$ cat config.mk
export PLATFORM = sky130hd
export DESIGN_NAME = stock_ctrl
export DESIGN_NICKNAME = d
export VERILOG_FILES = /design/src/rtl/stock_pkg.sv /design/src/rtl/stock_ram.sv /design/src/rtl/stock_ctrl.sv
export SDC_FILE = /design/constraint.sdc
export NUM_CORES = 2
export LEC_CHECK = 0
export CAP_MARGIN = 0
export CORE_ASPECT_RATIO = 1.25
export CORE_MARGIN = 2
export CORE_UTILIZATION = 60
export CTS_BUF_LIST = sky130_fd_sc_hd__clkbuf_8 sky130_fd_sc_hd__clkbuf_16
export DETAILED_ROUTE_END_ITERATION = 8
export PLACE_DENSITY = 0.76
export SYNTH_ARGS = -nofsm -noshare
export SYNTH_HDL_FRONTEND = slang
export SYNTH_SLANG_ARGS = --single-unit
$ cat constraint.sdc
create_clock -name clk -period 16.6 [get_ports clk]
set_clock_uncertainty 0.15 [all_clocks]
set_input_delay 2.49 -clock clk [delete_from_list [all_inputs] [get_ports clk]]
set_output_delay 2.49 -clock clk [all_outputs]
set_load 0.1 [all_outputs]
$ cat src/rtl/stock_pkg.sv
// Shared types for the stock controller: command opcodes, response status and FSM states.
package stock_pkg;

    typedef enum logic [1:0] {
        OP_ADD    = 2'd0,
        OP_REMOVE = 2'd1,
        OP_QUERY  = 2'd2,
        OP_CLEAR  = 2'd3
    } op_t;

    typedef enum logic [1:0] {
        ST_OK     = 2'd0,
        ST_SAT_HI = 2'd1,
        ST_SAT_LO = 2'd2
    } status_t;

    typedef enum logic [2:0] {
        S_INIT   = 3'd0,
        S_IDLE   = 3'd1,
        S_READ   = 3'd2,
        S_MODIFY = 3'd3,
        S_RESP   = 3'd4
    } state_t;

endpackage

$ cat src/rtl/stock_ram.sv
// Single-port quantity store, DEPTH x DATA_W, synchronous read.
module stock_ram #(
    parameter int unsigned DATA_W = 8,
    parameter int unsigned ADDR_W = 8
) (
    input  logic              clk,
    input  logic              we,
    input  logic [ADDR_W-1:0] addr,
    input  logic [DATA_W-1:0] wdata,
    output logic [DATA_W-1:0] rdata
);

    localparam int unsigned DEPTH = 2 ** ADDR_W;

    logic [DATA_W-1:0] mem [DEPTH];

    always_ff @(posedge clk) begin
        if (we) begin
            mem[addr] <= wdata;
        end
        rdata <= mem[addr];
    end

endmodule

$ cat src/rtl/stock_ctrl.sv
// Inventory controller: post-reset RAM clear, then read-modify-write of one
// item quantity per command with saturating add/remove.
module stock_ctrl
    import stock_pkg::*;
#(
    parameter int unsigned DATA_W = 8,
    parameter int unsigned ADDR_W = 8
) (
    input  logic              clk,
    input  logic              rst_n,
    input  logic              cmd_valid,
    output logic              cmd_ready,
    input  op_t               cmd_op,
    input  logic [ADDR_W-1:0] cmd_code,
    input  logic [DATA_W-1:0] cmd_quant,
    output logic              rsp_valid,
    input  logic              rsp_ready,
    output logic [DATA_W-1:0] rsp_quant,
    output status_t           rsp_status,
    output logic              busy_init
);

    state_t            state;
    logic [ADDR_W-1:0] init_cnt;
    op_t               op_q;
    logic [ADDR_W-1:0] code_q;
    logic [DATA_W-1:0] quant_q;

    logic              ram_we_c;
    logic [ADDR_W-1:0] ram_addr_c;
    logic [DATA_W-1:0] ram_wdata_c;
    logic [DATA_W-1:0] ram_rdata;

    logic [DATA_W:0]   sum_c;
    logic [DATA_W-1:0] new_c;
    status_t           status_c;

    stock_ram #(
        .DATA_W (DATA_W),
        .ADDR_W (ADDR_W)
    ) u_ram (
        .clk   (clk),
        .we    (ram_we_c),
        .addr  (ram_addr_c),
        .wdata (ram_wdata_c),
        .rdata (ram_rdata)
    );

    // Saturating ALU on the freshly read quantity
    always_comb begin
        sum_c    = {1'b0, ram_rdata} + {1'b0, quant_q};
        new_c    = ram_rdata;
        status_c = ST_OK;
        case (op_q)
            OP_ADD: begin
                if (sum_c[DATA_W]) begin
                    new_c    = '1;
                    status_c = ST_SAT_HI;
                end else begin
                    new_c = sum_c[DATA_W-1:0];
                end
            end
            OP_REMOVE: begin
                if (quant_q > ram_rdata) begin
                    new_c    = '0;
                    status_c = ST_SAT_LO;
                end else begin
                    new_c = ram_rdata - quant_q;
                end
            end
            OP_QUERY: new_c = ram_rdata;
            OP_CLEAR: new_c = '0;
            default:  new_c = ram_rdata;
        endcase
    end

    // RAM port mux; writes are gated by rst_n so a reset cycle never commits one
    always_comb begin
        ram_addr_c  = code_q;
        ram_wdata_c = new_c;
        ram_we_c    = 1'b0;
        if (state == S_INIT) begin
            ram_addr_c  = init_cnt;
            ram_wdata_c = '0;
            ram_we_c    = rst_n;
        end else if (state == S_MODIFY && op_q != OP_QUERY) begin
            ram_we_c = rst_n;
        end
    end

    always_ff @(posedge clk) begin
        if (!rst_n) begin
            state      <= S_INIT;
            init_cnt   <= '0;
            op_q       <= OP_ADD;
            code_q     <= '0;
            quant_q    <= '0;
            cmd_ready  <= 1'b0;
            rsp_valid  <= 1'b0;
            rsp_quant  <= '0;
            rsp_status <= ST_OK;
            busy_init  <= 1'b1;
        end else begin
            case (state)
                S_INIT: begin
                    init_cnt <= init_cnt + ADDR_W'(1);
                    if (init_cnt == '1) begin
                        state     <= S_IDLE;
                        busy_init <= 1'b0;
                        cmd_ready <= 1'b1;
                    end
                end
                S_IDLE: begin
                    if (cmd_valid && cmd_ready) begin
                        op_q      <= cmd_op;
                        code_q    <= cmd_code;
                        quant_q   <= cmd_quant;
                        cmd_ready <= 1'b0;
                        state     <= S_READ;
                    end
                end
                S_READ: state <= S_MODIFY;
                S_MODIFY: begin
                    rsp_quant  <= new_c;
                    rsp_status <= status_c;
                    rsp_valid  <= 1'b1;
                    state      <= S_RESP;
                end
                S_RESP: begin
                    if (rsp_ready) begin
                        rsp_valid <= 1'b0;
                        cmd_ready <= 1'b1;
                        state     <= S_IDLE;
                    end
                end
                default: begin
                    state     <= S_INIT;
                    init_cnt  <= '0;
                    cmd_ready <= 1'b0;
                    rsp_valid <= 1'b0;
                    busy_init <= 1'b1;
                end
            endcase
        end
    end

endmodule

## Word level (Yosys, flattened, before mapping)

Memory sizes are Yosys's and may differ from the RTL's. A register that Yosys moved wholly into a read port is not among the register bits.
Index checks and enable logic that the tools add are counted.

- Shift-type cells: 0
- Add/sub/neg operators: 3
- Div/mod/pow operators: 0
- Bitwise logic cells: 3
- Order comparisons: 1
- Eq/ne operators: 12
- Multiplexer cells: 25
- Reduce and logical (&&, ||, !) cells: 12
- Multiply operators: 0

Operators by type and width:

| operator | count |
|---|---|
| 8-bit 2-to-1 mux | 4 |
| 8-bit one-hot mux with 4 select lines | 1 |
| 8-bit one-hot mux with 2 select lines | 1 |
| 3-bit one-hot mux with 5 select lines | 1 |
| 1-bit 2-to-1 mux | 10 |
| 8-bit by 8-bit adder with 9-bit output | 1 |
| 3-bit 2-to-1 mux | 3 |
| 8-bit by 1-bit adder with 8-bit output (second input constant) | 1 |
| 8-bit == test (second input constant) | 1 |
| 8-bit > comparator | 1 |
| 8-bit subtractor | 1 |
| 3-bit by 2-bit == test with 1-bit output (second input constant) | 2 |
| 2-bit inequality test (second input constant) | 3 |
| 2-bit AND reduction | 3 |
| 2-bit == test (second input constant) | 2 |
| 1-bit one-hot mux with 4 select lines | 1 |
| 2-bit one-hot mux with 2 select lines | 1 |
| 4-bit AND reduction | 1 |
| 4-bit OR reduction | 1 |
| 3-bit by 1-bit == test with 1-bit output (second input constant) | 1 |
| 3-bit == test (second input constant) | 1 |
| 3-bit logical NOT | 1 |
| 1-bit inverter | 3 |
| 1-bit one-hot mux with 3 select lines | 1 |
| other kinds (9) | 10 |

- Register bits: 42
- Input port bits: 22
- Bits in latches: 0
- Memories: 1
- Word-level logic and storage cells: 67
- RAM bits: 2048
- Bits in read-only memories: 0

Memory list:

| name | depth | width | read ports | clocked after memory_dff | write ports | RTL line | RTL |
|---|---|---|---|---|---|---|---|
| u_ram.mem | 256 | 8 | 1 | 1 | 1 | stock_ram.sv:15 | `logic [DATA_W-1:0] mem [DEPTH];` |

## Longest topological paths before layout

- Depth in word-level cells: 6
- Gate-level depth with buffers: 15
- Depth with buffers taken out: 11

## By module

Synthesis repeated with hierarchy kept, for this count alone.

- Cell total of the unflattened synthesis: 3925
- Area, all modules: 81356.8 sq um

Modules (own cells, without submodules):

| module | cells an instance | area an instance (sq um) | times used |
|---|---|---|---|
| stock_ram | 3547 | 78492.8 | 1 |
| stock_ctrl | 378 | 2864.0 | 1 |

## Worst setup path before layout

OpenSTA, ideal clock, no wires.

- Path kind: register -> register
- Start: reg quant_q[2]
- End: mem u_ram.mem[0][4], data pin
- Data required time: 14.208 ns
- Period minus slack after synthesis: 14.869 ns
- Stages on the path, launching flop included: 12
- Slack: 1.731 ns
- Arrival time: 12.477 ns
- Cells stage by stage: dfxtp_1 -> inv_1 -> ha_1 -> nand2b_1 -> a21oi_1 -> o21ai_0 -> a21oi_1 -> o221ai_1 -> clkbuf_1 -> a311oi_1 -> nor2_1 -> a211oi_1

- Cells in the longest elaborated chain, start to end: 4
- Elaborated cells between the ends (all ways): 7
- Those cells by class: add/sub (2); order compare (1); mux (4)

Ends and longest elaborated chain:

| element | RTL line | RTL |
|---|---|---|
| start, declared | stock_ctrl.sv:27 | `logic [DATA_W-1:0] quant_q;` |
| start signal, assigned | stock_ctrl.sv:117 | `quant_q <= cmd_quant;` |
| 8-bit subtractor, or another cell as far along | stock_ctrl.sv:68 | `new_c = ram_rdata - quant_q;` |
| 8-bit 2-to-1 mux, on equally long branches | stock_ctrl.sv:64, stock_ctrl.sv:56 |  |
| 8-bit one-hot mux with 4 select lines (*) | stock_ctrl.sv:54 | `case (op_q)` |
| 8-bit 2-to-1 mux (*) | stock_ctrl.sv:82 | `if (state == S_INIT) begin` |
| net ram_wdata_c[4] | stock_ctrl.sv:31 | `logic [DATA_W-1:0] ram_wdata_c;` |
| end, declared | stock_ram.sv:15 |  |

The timed path passes the listed nets; every way through them passes the cells marked *.

## Final worst setup path

- Start: reg state[0]
- End: reg u_ram.rdata[0] (read register of u_ram.mem)

- Cells in the longest elaborated chain, start to end: 2

Ends and longest elaborated chain:

| element | RTL line | RTL |
|---|---|---|
| start, declared | stock_ctrl.sv:23 | `state_t state;` |
| start signal, assigned | stock_ctrl.sv:93 | `state <= S_INIT;` |
| start signal, assigned | stock_ctrl.sv:108 | `state <= S_IDLE;` |
| start signal, assigned | stock_ctrl.sv:119 | `state <= S_READ;` |
| 3-bit logical NOT | stock_ctrl.sv:82 |  |
| 8-bit 2-to-1 mux | stock_ctrl.sv:82 |  |
| end, declared | stock_ram.sv:10 | `output logic [DATA_W-1:0] rdata` |

No other way between the ends.
A chain may end at the register's enable or synchronous reset.

==> flow_metrics.env <==
export IMPL_ff_latch_area_mm2=0.06250
export IMPL_die_h_um=421.9
export IMPL_grt_pass1_wl_mm=322.0
export IMPL_synth_area_top_cells="edfxtp_1, nand2_1, mux4_2, a211oi_1, and3_1"
export IMPL_crit_arrival_ps=7530
export IMPL_dpl_cell_area_mm2=0.08563
export IMPL_clock_sinks=2098
export IMPL_maxCapViolations=0
export IMPL_cts_max_path_buffers=3
export IMPL_final_common_cell="edfxtp_1"
export IMPL_cts_reportedPaths_clkPinSlew_ps=60
export IMPL_yosysWarnings=0
export IMPL_synth_edf_count=2048
export IMPL_cts_tree="yes"
export IMPL_grt_pass1_vias=49390
export IMPL_clock_root_buffer="clkbuf_16"
export IMPL_place_ws_ps=9731
export IMPL_cp_required_ps=17130
export IMPL_drc_errors=0
export IMPL_rsz0062_at_grt="no"
export IMPL_synth_area_mm2=0.08385
export IMPL_finalHoldViolCount=0
export IMPL_ys_ff_latch=2098
export IMPL_synth_cell_types=64
export IMPL_routabilityCongestion=0.9631
export IMPL_wl_per_cell_um=28.91
export IMPL_vdd_ir_drop_max_v=0.0001130
export IMPL_p_leak_nw=33.15
export IMPL_dp_cells=7237
export IMPL_tightest_slew_ps=1348
export IMPL_async_flop_share_pct=0
export IMPL_holdBufCountCts=0
export IMPL_syn_num_nets=5713
export IMPL_fin_crit_sh_pct=42.18
export IMPL_grt_max_degree=230
export IMPL_stdcell_area_mm2=0.09187
export IMPL_numPortBuffers=34
export IMPL_rows=153
export IMPL_nets=5611
export IMPL_synth_top_flop_cell="edfxtp_1"
export IMPL_power_per_cell_area_mw_per_mm2=116.2
export IMPL_overflow=0
export IMPL_syn_avg_cell_area_um2=14.78
export IMPL_endpoint_kind="register"
export IMPL_fin_cells=7595
export IMPL_die_x_um=338.4
export IMPL_first_pass_iters=6
export IMPL_clock_latency_ps=850
export IMPL_grt_usage_pct=30.52
export IMPL_cts_buffers=191
export IMPL_synthToLayoutAreaGrowth_pct=9.570
export IMPL_setup_violations=0
export IMPL_via_per_inst=6.717
export IMPL_post_cts_resized=0
export IMPL_synth_top_area_cell="edfxtp_1"
export IMPL_yosysSeqAreaShare_pct=74.54
export IMPL_ios=35
export IMPL_route_antenna_remaining_nets=0
export IMPL_synth_top_area_share_pct=73.35
export IMPL_period_minus_slack_ps=7001
export IMPL_timing_setup_tns_ps=0
export IMPL_core_area_mm2=0.1390
export IMPL_finalWorstSetupSlack_ps=9599
export IMPL_worstSetupPathType="register to register"
export IMPL_synth_cells=5672
export IMPL_crit_fanout=170
export IMPL_drive_above_1_share_pct=10.12
export IMPL_hold_ws_ps=310.0
export IMPL_total_power_mw=10.68
export IMPL_final_cell_mix="edfxtp_1, nand2_1, nor2_1"
export IMPL_relSlewSlack_pct=9.926
export IMPL_max_clock_freq_mhz=142.8
export IMPL_initial_utilization_pct=60.33
export IMPL_fillers=9365
export IMPL_post_cts_repair_setup_buffers=0
export IMPL_outcome="finished clean"
export IMPL_multi_input_area_mm2=0.01960
export IMPL_die_area_mm2=0.1428
export IMPL_slew_violations=0
export IMPL_hold_class="register to register"
export IMPL_antenna_found_initial=7
export IMPL_start_kind="register"
export IMPL_h_tree_depth=4
export IMPL_drtIter0Drc=7351
export IMPL_fin_util_pct=66.10
export IMPL_finalWirelength_mm=219.5
export IMPL_hpwl_mm=126.6
export IMPL_num_vias=51020
-- layout make-up --
cell class / count / area share (%)
clock buffer: 206 / 5.476
timing repair buffer: 120 / 1.196
multi-input combinational: 3131 / 21.34
clock inverter: 149 / 1.305
sequential: 2098 / 68.03
inverter: 28 / 0.1144
tap: 1860 / 2.533
antenna: 3 / 0.008172
-- worst paths after layout --
kind	startpoint	to	slack, ps	cells past startpoint
setup / recovery	state[0]$_SDFFE_PN0P_	u_ram.rdata[0]$_DFF_P_	9600	11
hold / removal	rsp_quant[5]$_SDFFE_PN0P_	rsp_quant[5]$_SDFFE_PN0P_	310	2
setup reg to reg	state[0]$_SDFFE_PN0P_	u_ram.rdata[0]$_DFF_P_	9600	11
hold reg to reg	rsp_quant[5]$_SDFFE_PN0P_	rsp_quant[5]$_SDFFE_PN0P_	310	2
-- sequential cells by signal, indices dropped and copies added, names as in the netlist, 3 cells and up --
| name | flops |
|---|---|
| u_ram.rdata | 8 |
| quant_q | 8 |
| state | 3 |
| u_ram.mem | 2048 |
| code_q | 8 |
| init_cnt | 8 |
| rsp_quant | 8 |
-- metal layers --
metal	up-vias	part of all wire [%]	GRT usage, %	routed length [um]
met5	-	0.023	0	51
met4	8	6.2	16.79	13610
met3	656	10	5.887	22810
met2	3263	49	49.48	106500
met1	25310	35	39.16	76550
li1	21780	-	-	-
-- critical path, cell delays in order, from the launching register on --
cell and delay (ps):
dfxtp_1 580, or4b_4 1110, nand2_4 820, buf_4 740, buf_4 800, buf_12 520, mux2i_1 280, a211oi_1 110
a2111oi_0 590, nand4_1 360, a22oi_1 330, nand4_1 150
-- power breakdown --
group          leakage, nW  internal, mW  switching [mW]
clock network         3.21          2.43            1.91
logic                 6.61         0.143           0.415
registers             23.3          5.75          0.0221
total                 33.1          8.33            2.35
-- logic make-up after synthesis --
kind of cell / count (synthesis) / share of synthesized area, %
mux: 193 / 4.269
xor+xnor: 5 / 0.05224
flops: 2098 / 74.54
fa+ha+maj: 19 / 0.3014
buf+inv: 443 / 2.338
simple gates: 1945 / 10.10
compound gates: 969 / 8.394
-- Yosys cell counts, types with 57 or more instances --
cell type     n
a31oi_1     169
clkbuf_1    228
nand2_1    1064
and3_1      238
a21oi_1     124
nand3_1     221
edfxtp_1   2048
nor2_1      313
a311oi_1     80
a32oi_1      57
a211oi_1    248
buf_2       130
mux4_2      128
(Power assumes the default switching activity.)
